$ cat src/rtl/cms_trace_packer.sv
// Trace packer: captures PC, instruction and per-event counters per retired item, queues them and streams AXI-Stream beats.
// Optional macro CMS_PACKER_TIMESTAMP_EN packs a free-running 64-bit cycle stamp above the event counters.
module cms_trace_packer #(
  parameter int XLEN            = 64,
  parameter int INSTR_WIDTH     = 32,
  parameter int NUM_EVENTS      = 39,
  parameter int EVT_CNT_WIDTH   = 7,
  parameter int AXI_DATA_WIDTH  = 1024,
  parameter int FIFO_DEPTH      = 8,
  parameter int HALT_MARGIN     = 2,
  parameter int CTRL_ADDR_WIDTH = 8,
  parameter int CTRL_DATA_WIDTH = 64
) (
  input  logic                       clk,
  input  logic                       rst,
  input  logic [INSTR_WIDTH-1:0]     instr,
  input  logic [XLEN-1:0]            pc,
  input  logic                       pc_valid,
  input  logic [NUM_EVENTS-1:0]      performance_events,
  input  logic [CTRL_ADDR_WIDTH-1:0] ctrl_addr,
  input  logic [CTRL_DATA_WIDTH-1:0] ctrl_wdata,
  input  logic                       ctrl_write_enable,
  output logic                       M_AXIS_tvalid,
  input  logic                       M_AXIS_tready,
  output logic [AXI_DATA_WIDTH-1:0]  M_AXIS_tdata,
  output logic                       M_AXIS_tlast,
  output logic                       halt_cpu,
  output logic [1:0]                 state,
  output logic [63:0]                item_counter,
  output logic [31:0]                drop_counter
);

  localparam int EVT_W = NUM_EVENTS * EVT_CNT_WIDTH;
`ifdef CMS_PACKER_TIMESTAMP_EN
  localparam int TS_W = 64;
`else
  localparam int TS_W = 0;
`endif
  localparam int ITEM_W = INSTR_WIDTH + XLEN + EVT_W + TS_W;
  localparam int PTR_W  = $clog2(FIFO_DEPTH);

  if (AXI_DATA_WIDTH < ITEM_W) begin : g_width_err
    $error("cms_trace_packer: AXI_DATA_WIDTH too small for packed item");
  end
  if (FIFO_DEPTH < 4 || (FIFO_DEPTH & (FIFO_DEPTH - 1)) != 0) begin : g_depth_err
    $error("cms_trace_packer: FIFO_DEPTH must be a power of 2 and >= 4");
  end

  typedef enum logic [1:0] {
    ST_IDLE    = 2'd0,
    ST_ARMED   = 2'd1,
    ST_RUN     = 2'd2,
    ST_STOPPED = 2'd3
  } state_e;

  state_e                   state_r;
  logic                     we_prev_r;
  logic                     stop_en_r;
  logic [XLEN-1:0]          trig_pc_r;
  logic [XLEN-1:0]          stop_pc_r;
  logic [31:0]              tlast_interval_r;
  logic [31:0]              item_limit_r;
  logic [31:0]              run_count_r;
  logic [31:0]              frame_count_r;
  logic [EVT_CNT_WIDTH-1:0] evt_cnt_r [NUM_EVENTS];
  logic [EVT_CNT_WIDTH-1:0] evt_next_s [NUM_EVENTS];
  logic [ITEM_W:0]          mem_r [FIFO_DEPTH];
  logic [PTR_W-1:0]         wr_ptr_r;
  logic [PTR_W-1:0]         rd_ptr_r;
  logic [PTR_W:0]           count_r;
  logic [PTR_W:0]           count_next_s;
  logic [ITEM_W-1:0]        item_s;
  logic [ITEM_W:0]          head_s;
  logic [31:0]              interval_s;
  logic wr_s, ctrl_wr_s, clear_s, trig_hit_s, capture_s, final_s, frame_end_s;
  logic empty_s, full_s, push_s, pop_s;
`ifdef CMS_PACKER_TIMESTAMP_EN
  logic [63:0]              ts_r;
`endif

  assign wr_s        = ctrl_write_enable && !we_prev_r;
  assign ctrl_wr_s   = wr_s && (ctrl_addr == CTRL_ADDR_WIDTH'(0));
  assign clear_s     = ctrl_wr_s && ctrl_wdata[2];
  assign trig_hit_s  = (state_r == ST_ARMED) && pc_valid && (pc == trig_pc_r);
  assign capture_s   = pc_valid && ((state_r == ST_RUN) || trig_hit_s);
  assign final_s     = (stop_en_r && (pc == stop_pc_r)) ||
                       ((item_limit_r != 32'd0) && (run_count_r + 32'd1 == item_limit_r));
  assign interval_s  = (tlast_interval_r == 32'd0) ? 32'd1 : tlast_interval_r;
  assign frame_end_s = (frame_count_r == interval_s - 32'd1);

  assign empty_s      = (count_r == '0);
  assign full_s       = (count_r == (PTR_W+1)'(FIFO_DEPTH));
  assign pop_s        = !empty_s && M_AXIS_tready;
  assign push_s       = capture_s && (!full_s || pop_s);
  assign count_next_s = count_r + (PTR_W+1)'(push_s) - (PTR_W+1)'(pop_s);
  assign head_s       = mem_r[rd_ptr_r];

  assign M_AXIS_tvalid = !empty_s;
  assign M_AXIS_tdata  = empty_s ? '0 : AXI_DATA_WIDTH'(head_s[ITEM_W-1:0]);
  assign M_AXIS_tlast  = !empty_s && head_s[ITEM_W];
  assign state         = state_r;

  // Event counts including this cycle's pulses, and the packed item built from them
  always_comb begin
    item_s = '0;
    item_s[INSTR_WIDTH-1:0]       = instr;
    item_s[INSTR_WIDTH +: XLEN]   = pc;
    for (int i = 0; i < NUM_EVENTS; i++) begin
      evt_next_s[i] = evt_cnt_r[i] +
        (((state_r != ST_IDLE) && performance_events[i]) ? EVT_CNT_WIDTH'(1) : EVT_CNT_WIDTH'(0));
      item_s[INSTR_WIDTH + XLEN + i*EVT_CNT_WIDTH +: EVT_CNT_WIDTH] = evt_next_s[i];
    end
`ifdef CMS_PACKER_TIMESTAMP_EN
    item_s[INSTR_WIDTH + XLEN + EVT_W +: 64] = ts_r;
`endif
  end

  // Control registers, written once per rising edge of the write strobe
  always_ff @(posedge clk) begin
    if (rst) begin
      we_prev_r        <= 1'b0;
      stop_en_r        <= 1'b0;
      trig_pc_r        <= '0;
      stop_pc_r        <= '0;
      tlast_interval_r <= 32'd1;
      item_limit_r     <= 32'd0;
    end else begin
      we_prev_r <= ctrl_write_enable;
      if (wr_s) begin
        case (ctrl_addr)
          CTRL_ADDR_WIDTH'(0): stop_en_r        <= ctrl_wdata[3];
          CTRL_ADDR_WIDTH'(1): trig_pc_r        <= XLEN'(ctrl_wdata);
          CTRL_ADDR_WIDTH'(2): stop_pc_r        <= XLEN'(ctrl_wdata);
          CTRL_ADDR_WIDTH'(3): tlast_interval_r <= ctrl_wdata[31:0];
          CTRL_ADDR_WIDTH'(4): item_limit_r     <= ctrl_wdata[31:0];
          default: ;
        endcase
      end
    end
  end

  // Capture state machine plus run/frame counters; a CTRL write overrides the normal transitions
  always_ff @(posedge clk) begin
    if (rst) begin
      state_r       <= ST_IDLE;
      run_count_r   <= 32'd0;
      frame_count_r <= 32'd0;
    end else begin
      if (ctrl_wr_s) begin
        state_r <= ctrl_wdata[0] ? (ctrl_wdata[1] ? ST_ARMED : ST_RUN) : ST_IDLE;
      end else begin
        case (state_r)
          ST_ARMED: if (trig_hit_s) state_r <= final_s ? ST_STOPPED : ST_RUN;
          ST_RUN:   if (capture_s && final_s) state_r <= ST_STOPPED;
          ST_IDLE, ST_STOPPED: state_r <= state_r;
          default:  state_r <= ST_IDLE;
        endcase
      end
      if (ctrl_wr_s && ctrl_wdata[0]) begin
        run_count_r   <= 32'd0;
        frame_count_r <= 32'd0;
      end else if (push_s) begin
        run_count_r   <= run_count_r + 32'd1;
        frame_count_r <= frame_end_s ? 32'd0 : frame_count_r + 32'd1;
      end
    end
  end

  // Per-event modulo counters, reloaded on every capture whether pushed or dropped
  always_ff @(posedge clk) begin
    for (int i = 0; i < NUM_EVENTS; i++) begin
      if (rst || clear_s || capture_s) evt_cnt_r[i] <= '0;
      else                             evt_cnt_r[i] <= evt_next_s[i];
    end
  end

  // FIFO storage; tlast is decided at push time and travels with the entry
  always_ff @(posedge clk) begin
    if (push_s) mem_r[wr_ptr_r] <= {final_s || frame_end_s, item_s};
  end

  // FIFO pointers, almost-full halt and item/drop accounting
  always_ff @(posedge clk) begin
    if (rst) begin
      wr_ptr_r     <= '0;
      rd_ptr_r     <= '0;
      count_r      <= '0;
      halt_cpu     <= 1'b0;
      item_counter <= 64'd0;
      drop_counter <= 32'd0;
    end else begin
      if (push_s) wr_ptr_r <= wr_ptr_r + PTR_W'(1);
      if (pop_s)  rd_ptr_r <= rd_ptr_r + PTR_W'(1);
      count_r  <= count_next_s;
      halt_cpu <= (count_next_s >= (PTR_W+1)'(FIFO_DEPTH - HALT_MARGIN));
      if (clear_s) begin
        item_counter <= 64'd0;
        drop_counter <= 32'd0;
      end else begin
        if (push_s) item_counter <= item_counter + 64'd1;
        if (capture_s && !push_s && (drop_counter != 32'hFFFF_FFFF))
          drop_counter <= drop_counter + 32'd1;
      end
    end
  end

`ifdef CMS_PACKER_TIMESTAMP_EN
  // Free-running cycle stamp
  always_ff @(posedge clk) begin
    if (rst) ts_r <= 64'd0;
    else     ts_r <= ts_r + 64'd1;
  end
`endif

endmodule

$ cat config.mk
export PLATFORM = sky130hd
export DESIGN_NAME = cms_trace_packer
export DESIGN_NICKNAME = d
export VERILOG_FILES = /design/src/rtl/cms_trace_packer.sv
export SDC_FILE = /design/constraint.sdc
export NUM_CORES = 2
export LEC_CHECK = 0
export CAP_MARGIN = 20
export CORE_AREA = 5 5 710 712
export CTS_CLUSTER_DIAMETER = 40
export DETAILED_ROUTE_END_ITERATION = 8
export DIE_AREA = 0 0 715 717
export SLEW_MARGIN = 20
export SYNTH_ARGS = -nofsm -noshare
export SYNTH_HDL_FRONTEND = slang
export SYNTH_SLANG_ARGS = --single-unit
$ cat constraint.sdc
create_clock -name clk -period 63 [get_ports clk]
set_clock_uncertainty 0.2 [all_clocks]
set_input_delay 18.9 -clock clk [delete_from_list [all_inputs] [get_ports clk]]
set_output_delay 18.9 -clock clk [all_outputs]
set_load 0.01 [all_outputs]
## After elaboration in Yosys (flattened, before gate mapping)

Memory sizes are Yosys's and may differ from the RTL's. A register that Yosys moved wholly into a read port is not among the register bits.
Index checks and enable logic that the tools add are counted.

- Flip-flop bits (word level): 367
- Latch bits: 0
- RAM bits: 3233
- Bits in read-only memories: 0
- Output and inout port bits: 1125
- Memories kept: 2

- $add $sub $neg: 48
- Multipliers: 0
- Divide/modulo/power cells: 0
- $lt $le $gt $ge: 1
- Equality and inequality tests: 16
- Shift-type cells: 0
- Muxes and demuxes: 95
- Bitwise logic cells: 39
- Reduce and logical (&&, ||, !) cells: 79

Memory list:

| memory | words | width | rd ports | clocked after memory_dff | write ports | line | source |
|---|---|---|---|---|---|---|---|
| mem_r | 8 | 370 | 1 | 1 | 1 | 67 | `logic [ITEM_W:0] mem_r [FIFO_DEPTH];` |
| evt_cnt_r | 39 | 7 | 39 | 0 | 39 | 65 | `logic [EVT_CNT_WIDTH-1:0] evt_cnt_r [NUM_EVENTS];` |

Operators by type and width:

| cell | number |
|---|---|
| 369-bit 2-to-1 mux | 1 |
| 7-bit by 1-bit adder with 7-bit output | 39 |
| 7-bit 2-to-1 mux | 39 |
| 64-bit == test | 2 |
| 32-bit by 1-bit adder with 32-bit output, second input constant | 3 |
| 64-bit by 1-bit adder with 64-bit output, second input constant | 1 |
| 32-bit == test | 2 |
| 32-bit 2-to-1 mux | 2 |
| 1-bit logical AND | 54 |
| 1-bit 2-to-1 mux | 45 |
| 1-bit bitwise OR | 39 |
| 32-bit logical NOT | 1 |
| 32-bit inequality test, second input constant | 1 |
| 32-bit nonzero test | 1 |
| 32-bit by 1-bit subtractor with 32-bit output, second input constant | 1 |
| 8-bit by 2-bit == test with 1-bit output, second input constant | 2 |
| 2-bit 2-to-1 mux | 5 |
| 2-bit AND reduction | 5 |
| 8-bit by 1-bit == test with 1-bit output, second input constant | 1 |
| 8-bit by 3-bit == test with 1-bit output, second input constant | 1 |
| 8-bit logical NOT | 1 |
| 3-bit by 1-bit adder with 3-bit output, second input constant | 2 |
| 1-bit logical OR | 6 |
| 3-bit 2-to-1 mux | 2 |
| 16 further kinds | 22 |

## Logic depth before layout (Yosys ltp)

- Depth after elaboration: 9
- Gate-level depth with buffers: 17
- Gate-level depth less buffers: 16

## Worst setup path before layout

Ideal clock, no wire load.

- Kind: input port to flip-flop
- Start point: input pc[60]
- End point: memory mem_r[4][0] (netlist name) (enable)
- Arrival time: 58.349 ns
- Data required time: 60.665 ns
- Path slack: 2.316 ns
- Cell stages on the path: 10
- Path buffers: 3
- Cell sequence: nor2b_1 > a2111oi_0 > nand4_1 > nor4_1 > and4_1 > buf_6 > nor2_1 > clkbuf_1 > clkbuf_1 > nor4b_1

- Word-level cells in the longest chain between the ends: 7

Ends and longest elaborated chain:

| element | line | source |
|---|---|---|
| from (decl) | 17 | `input logic [XLEN-1:0] pc,` |
| 64-bit == test | 84 | `assign trig_hit_s = (state_r == ST_ARMED) && pc_valid && (pc == trig_pc_r);` |
| 1-bit logical AND | 84 |  |
| 1-bit logical OR | 85 | `assign capture_s = pc_valid && ((state_r == ST_RUN) \|\| trig_hit_s);` |
| 1-bit logical AND | 85 |  |
| 1-bit logical AND | 94 | `assign push_s = capture_s && (!full_s \|\| pop_s);` |
| 1-bit 2-to-1 mux | 179 | `if (push_s) mem_r[wr_ptr_r] <= {final_s \|\| frame_end_s, item_s};` |
| 1-bit 2-to-1 mux (not written as such) | 179 |  |
| to (decl) | 67 |  |

Every way passes these cells.

==> results.json <==
{
  "synth.top_cells.by_count": "2960 x edfxtp_1, 740 x mux4_2, 656 x buf_4, 643 x dfxtp_1, 557 x nand2_1",
  "cts_resized": 0,
  "synth.top_cell.area_share_pct": 59.9,
  "cts_root_buf": "clkbuf_16",
  "io_pins": 1337,
  "synthMuxAreaShare_pct": 13.8,
  "ys.flop_type": "edfxtp_1",
  "cp_cell_sequence": "buf_4 -> buf_4 -> buf_12 -> buf_4 -> mux4_2 -> mux2i_1 -> nor2_1 -> clkdlybuf4s50_1",
  "clock_sinks": 3603,
  "tightest_slew_ps": 1140,
  "antenna_found_initial": 64,
  "fillers": 46700,
  "ys_warn_count": 0,
  "power-per-cell-area_nw_per_um2": 37.9,
  "start_util_pct": 29.9,
  "drc_errors": 0,
  "fin_area_sq_um": 178000,
  "yosysMostFrequentCell": "edfxtp_1",
  "ys_seq_area_share_pct": 68.6,
  "wirelength_um": 402000,
  "path_clk_slew_ps": 60,
  "num-nets-final": 10300,
  "async_flop_share_pct": 0,
  "yosys.area.top_type": "edfxtp_1",
  "cts_buffers": 480,
  "syn-cell-area_sq_um": 148000,
  "crit_fanout": 136,
  "drt_first_pass_iters": 7,
  "die_w_um": 715,
  "drtIter0Drc": 6776,
  "place.gp.congestion": 0.876,
  "whs_ps": 258,
  "synth_cell_types": 87,
  "cts_tree": "built",
  "grt_max_degree": 137,
  "setup_viol": 0,
  "crit_top_cell": "buf_4",
  "grt-ovfl-total": 0,
  "synth_top_family_by_area": "multiplexers",
  "syn2layout_area_growth_pct": 19.8,
  "num_rows": 259,
  "period_needed_ps": 25990,
  "core_sq_um": 496000,
  "rsz0062_at_grt": "false",
  "wl_per_cell_um": 23.5,
  "maxCapViolCount": 0,
  "synthAdderAreaFrac_pct": 0.798,
  "end_kind": "primary output",
  "ys_seq_elements": 3603,
  "grt_util_all_layers_pct": 15.0,
  "critical_path_class": "reg -> out",
  "synth-simple-area-share_pct": 7.21,
  "cts_setup_buffers": 0,
  "required_ps": 43900,
  "synth.top_cells.by_area": "edfxtp_1 60%, mux4_2 11%, dfxtp_1 8.7%",
  "drive_gt1_share_pct": 17.4,
  "via_count": 80800,
  "viasPerCell": 4.73,
  "synth-xor-area-share_pct": 2.55,
  "crit_slowest_cell": "dfxtp_4",
  "maxSlewViolCount": 0,
  "syn_inst": 9133,
  "start_kind": "flip-flop",
  "dpl_cell_area_sq_um": 161000,
  "peakVddDrop_mv": 0.0503,
  "synth_compound_area_share_pct": 2.25,
  "numPortBuffers": 681,
  "ctsHoldBuffers": 0,
  "clk_latency_ps": 1010,
  "relSlewSlack_pct": 23.8,
  "antenna_left": 0,
  "clockBufferDepth": 4,
  "outcome": "finished, final reports clean",
  "dieHeight_um": 717,
  "timing.setup.tns_ps": 0,
  "period_share_pct": 41.3,
  "first_global_vias": 79900,
  "hold_class": "reg -> reg",
  "synth_enable_flop_cells": 2960,
  "hold_viol": 0,
  "arrival_ps": 6890,
  "dp_hpwl_um": 251000,
  "htreeDepth": 5,
  "syn_area_per_cell_sq_um": 16.2,
  "design.die.area_sq_um": 513000,
  "fmax_mhz": 38.5,
  "p_leak_nw": 59.1,
  "grt_pass1_wl_um": 571000,
  "slowest_delay_ps": 950
}
[critical path, delay by kind of cell (launching register included)]
family | cells | cell delay (ps)
buf+inv | 5 | 3710
flops | 1 | 950
mux | 2 | 440
simple gates | 1 | 320
[metrics by stage]
step / util (%) / total power (W) / instances / worst slack (ps)
CTS: 35.8 / 0.00684 / 17100 / 36750
global route: 35.8 / 0.00700 / 17100 / 36540
global placement: 32.4 / 0.00401 / 16100 / 36220
finish: 35.8 / 0.00674 / 17100 / 37010
floorplan: - / 0.00343 / 9787 / 2320
detailed placement: 32.4 / 0.00402 / 16100 / 36210
[routing by layer]
| metal | vias up | share of wire [%] | routed length (um) | GRT usage, % |
|---|---|---|---|---|
| met3 | 611 | 6.9 | 27700 | 3.31 |
| li1 | 35700 | - | - | - |
| met5 | - | 0.080 | 322 | 0 |
| met4 | 48 | 2.5 | 9990 | 3.66 |
| met2 | 2557 | 49 | 195000 | 24.8 |
| met1 | 41900 | 42 | 169000 | 20.0 |
[cell families (layout without fill, tap and decap cells)]
kind of cell,count (synthesis),count (layout)
flops,3603,3603
fa+ha+maj,94,94
simple gates,2123,2123
mux,1126,1126
other cells,1,673
xor+xnor,431,431
buf+inv,1204,1820
compound gates,551,551
[path summary, 6_finish.rpt]
| check | start | to | slack [ps] | cells after the start |
|---|---|---|---|---|
| setup reg to reg | state[1] | mem_r[5][163] | 55640 | 16 |
| setup / recovery | flip-flop | M_AXIS_tdata[163] | 37010 | 8 |
| hold / removal | trig_pc_r[47] | trig_pc_r[47] | 260 | 2 |
| hold reg to reg | trig_pc_r[47] | trig_pc_r[47] | 260 | 2 |
[cell type report]
class / count / area [sq um] / share of cell area, %
flip-flops and latches: 3603 / 102000 / 57.3
multi-input cells: 4980 / 42100 / 23.7
diodes: 18 / 45.0 / 0.0253
repair buffers: 842 / 8210 / 4.62
inverters: 69 / 259 / 0.146
well taps: 6655 / 8330 / 4.68
clock buffers: 565 / 12600 / 7.11
clock inverters: 344 / 4360 / 2.45
[placed cells by master (no fill, tap or decap), types with 33 or more instances in the layout]
cell             count
o31ai_1             47
dfxtp_1            640
nor2b_1             58
clkbuf_16          483
conb_1             655
a21oi_1            302
clkinv_1            33
or4_1               64
bufinv_16           61
nor4_1              71
clkinv_4            49
buf_4              146
mux2i_1            378
edfxtp_1          2960
clkinvlp_4          55
nand2_1            556
clkbuf_1            58
nand2b_1            43
xor2_1             249
nor3_2              35
mux4_2             740
clkinv_2            51
inv_6               51
nand4_1             70
inv_1               69
nand3_1            192
nor2_1             520
xnor2_1            181
ha_1                92
and3_1             324
o21ai_0             63
or3_1               61
clkdlybuf4s50_1    680
[report_power, final]
group          total [W]  internal [W]  switching (W)
sequential       0.00259       0.00258      0.0000140
clock            0.00281       0.00171        0.00110
combinational    0.00134      0.000618       0.000719
total            0.00674       0.00491        0.00183
[state kept, by name, indices dropped and copies added, names as in the netlist, 32 cells and up, named ones only]
register,cells
mem_r,2960
tlast_interval_r,32
frame_count_r,32
run_count_r,32
evt_cnt_r,273
item_limit_r,32
item_counter,64
drop_counter,32
stop_pc_r,64
trig_pc_r,64
Power figures use the tool's default switching activity.
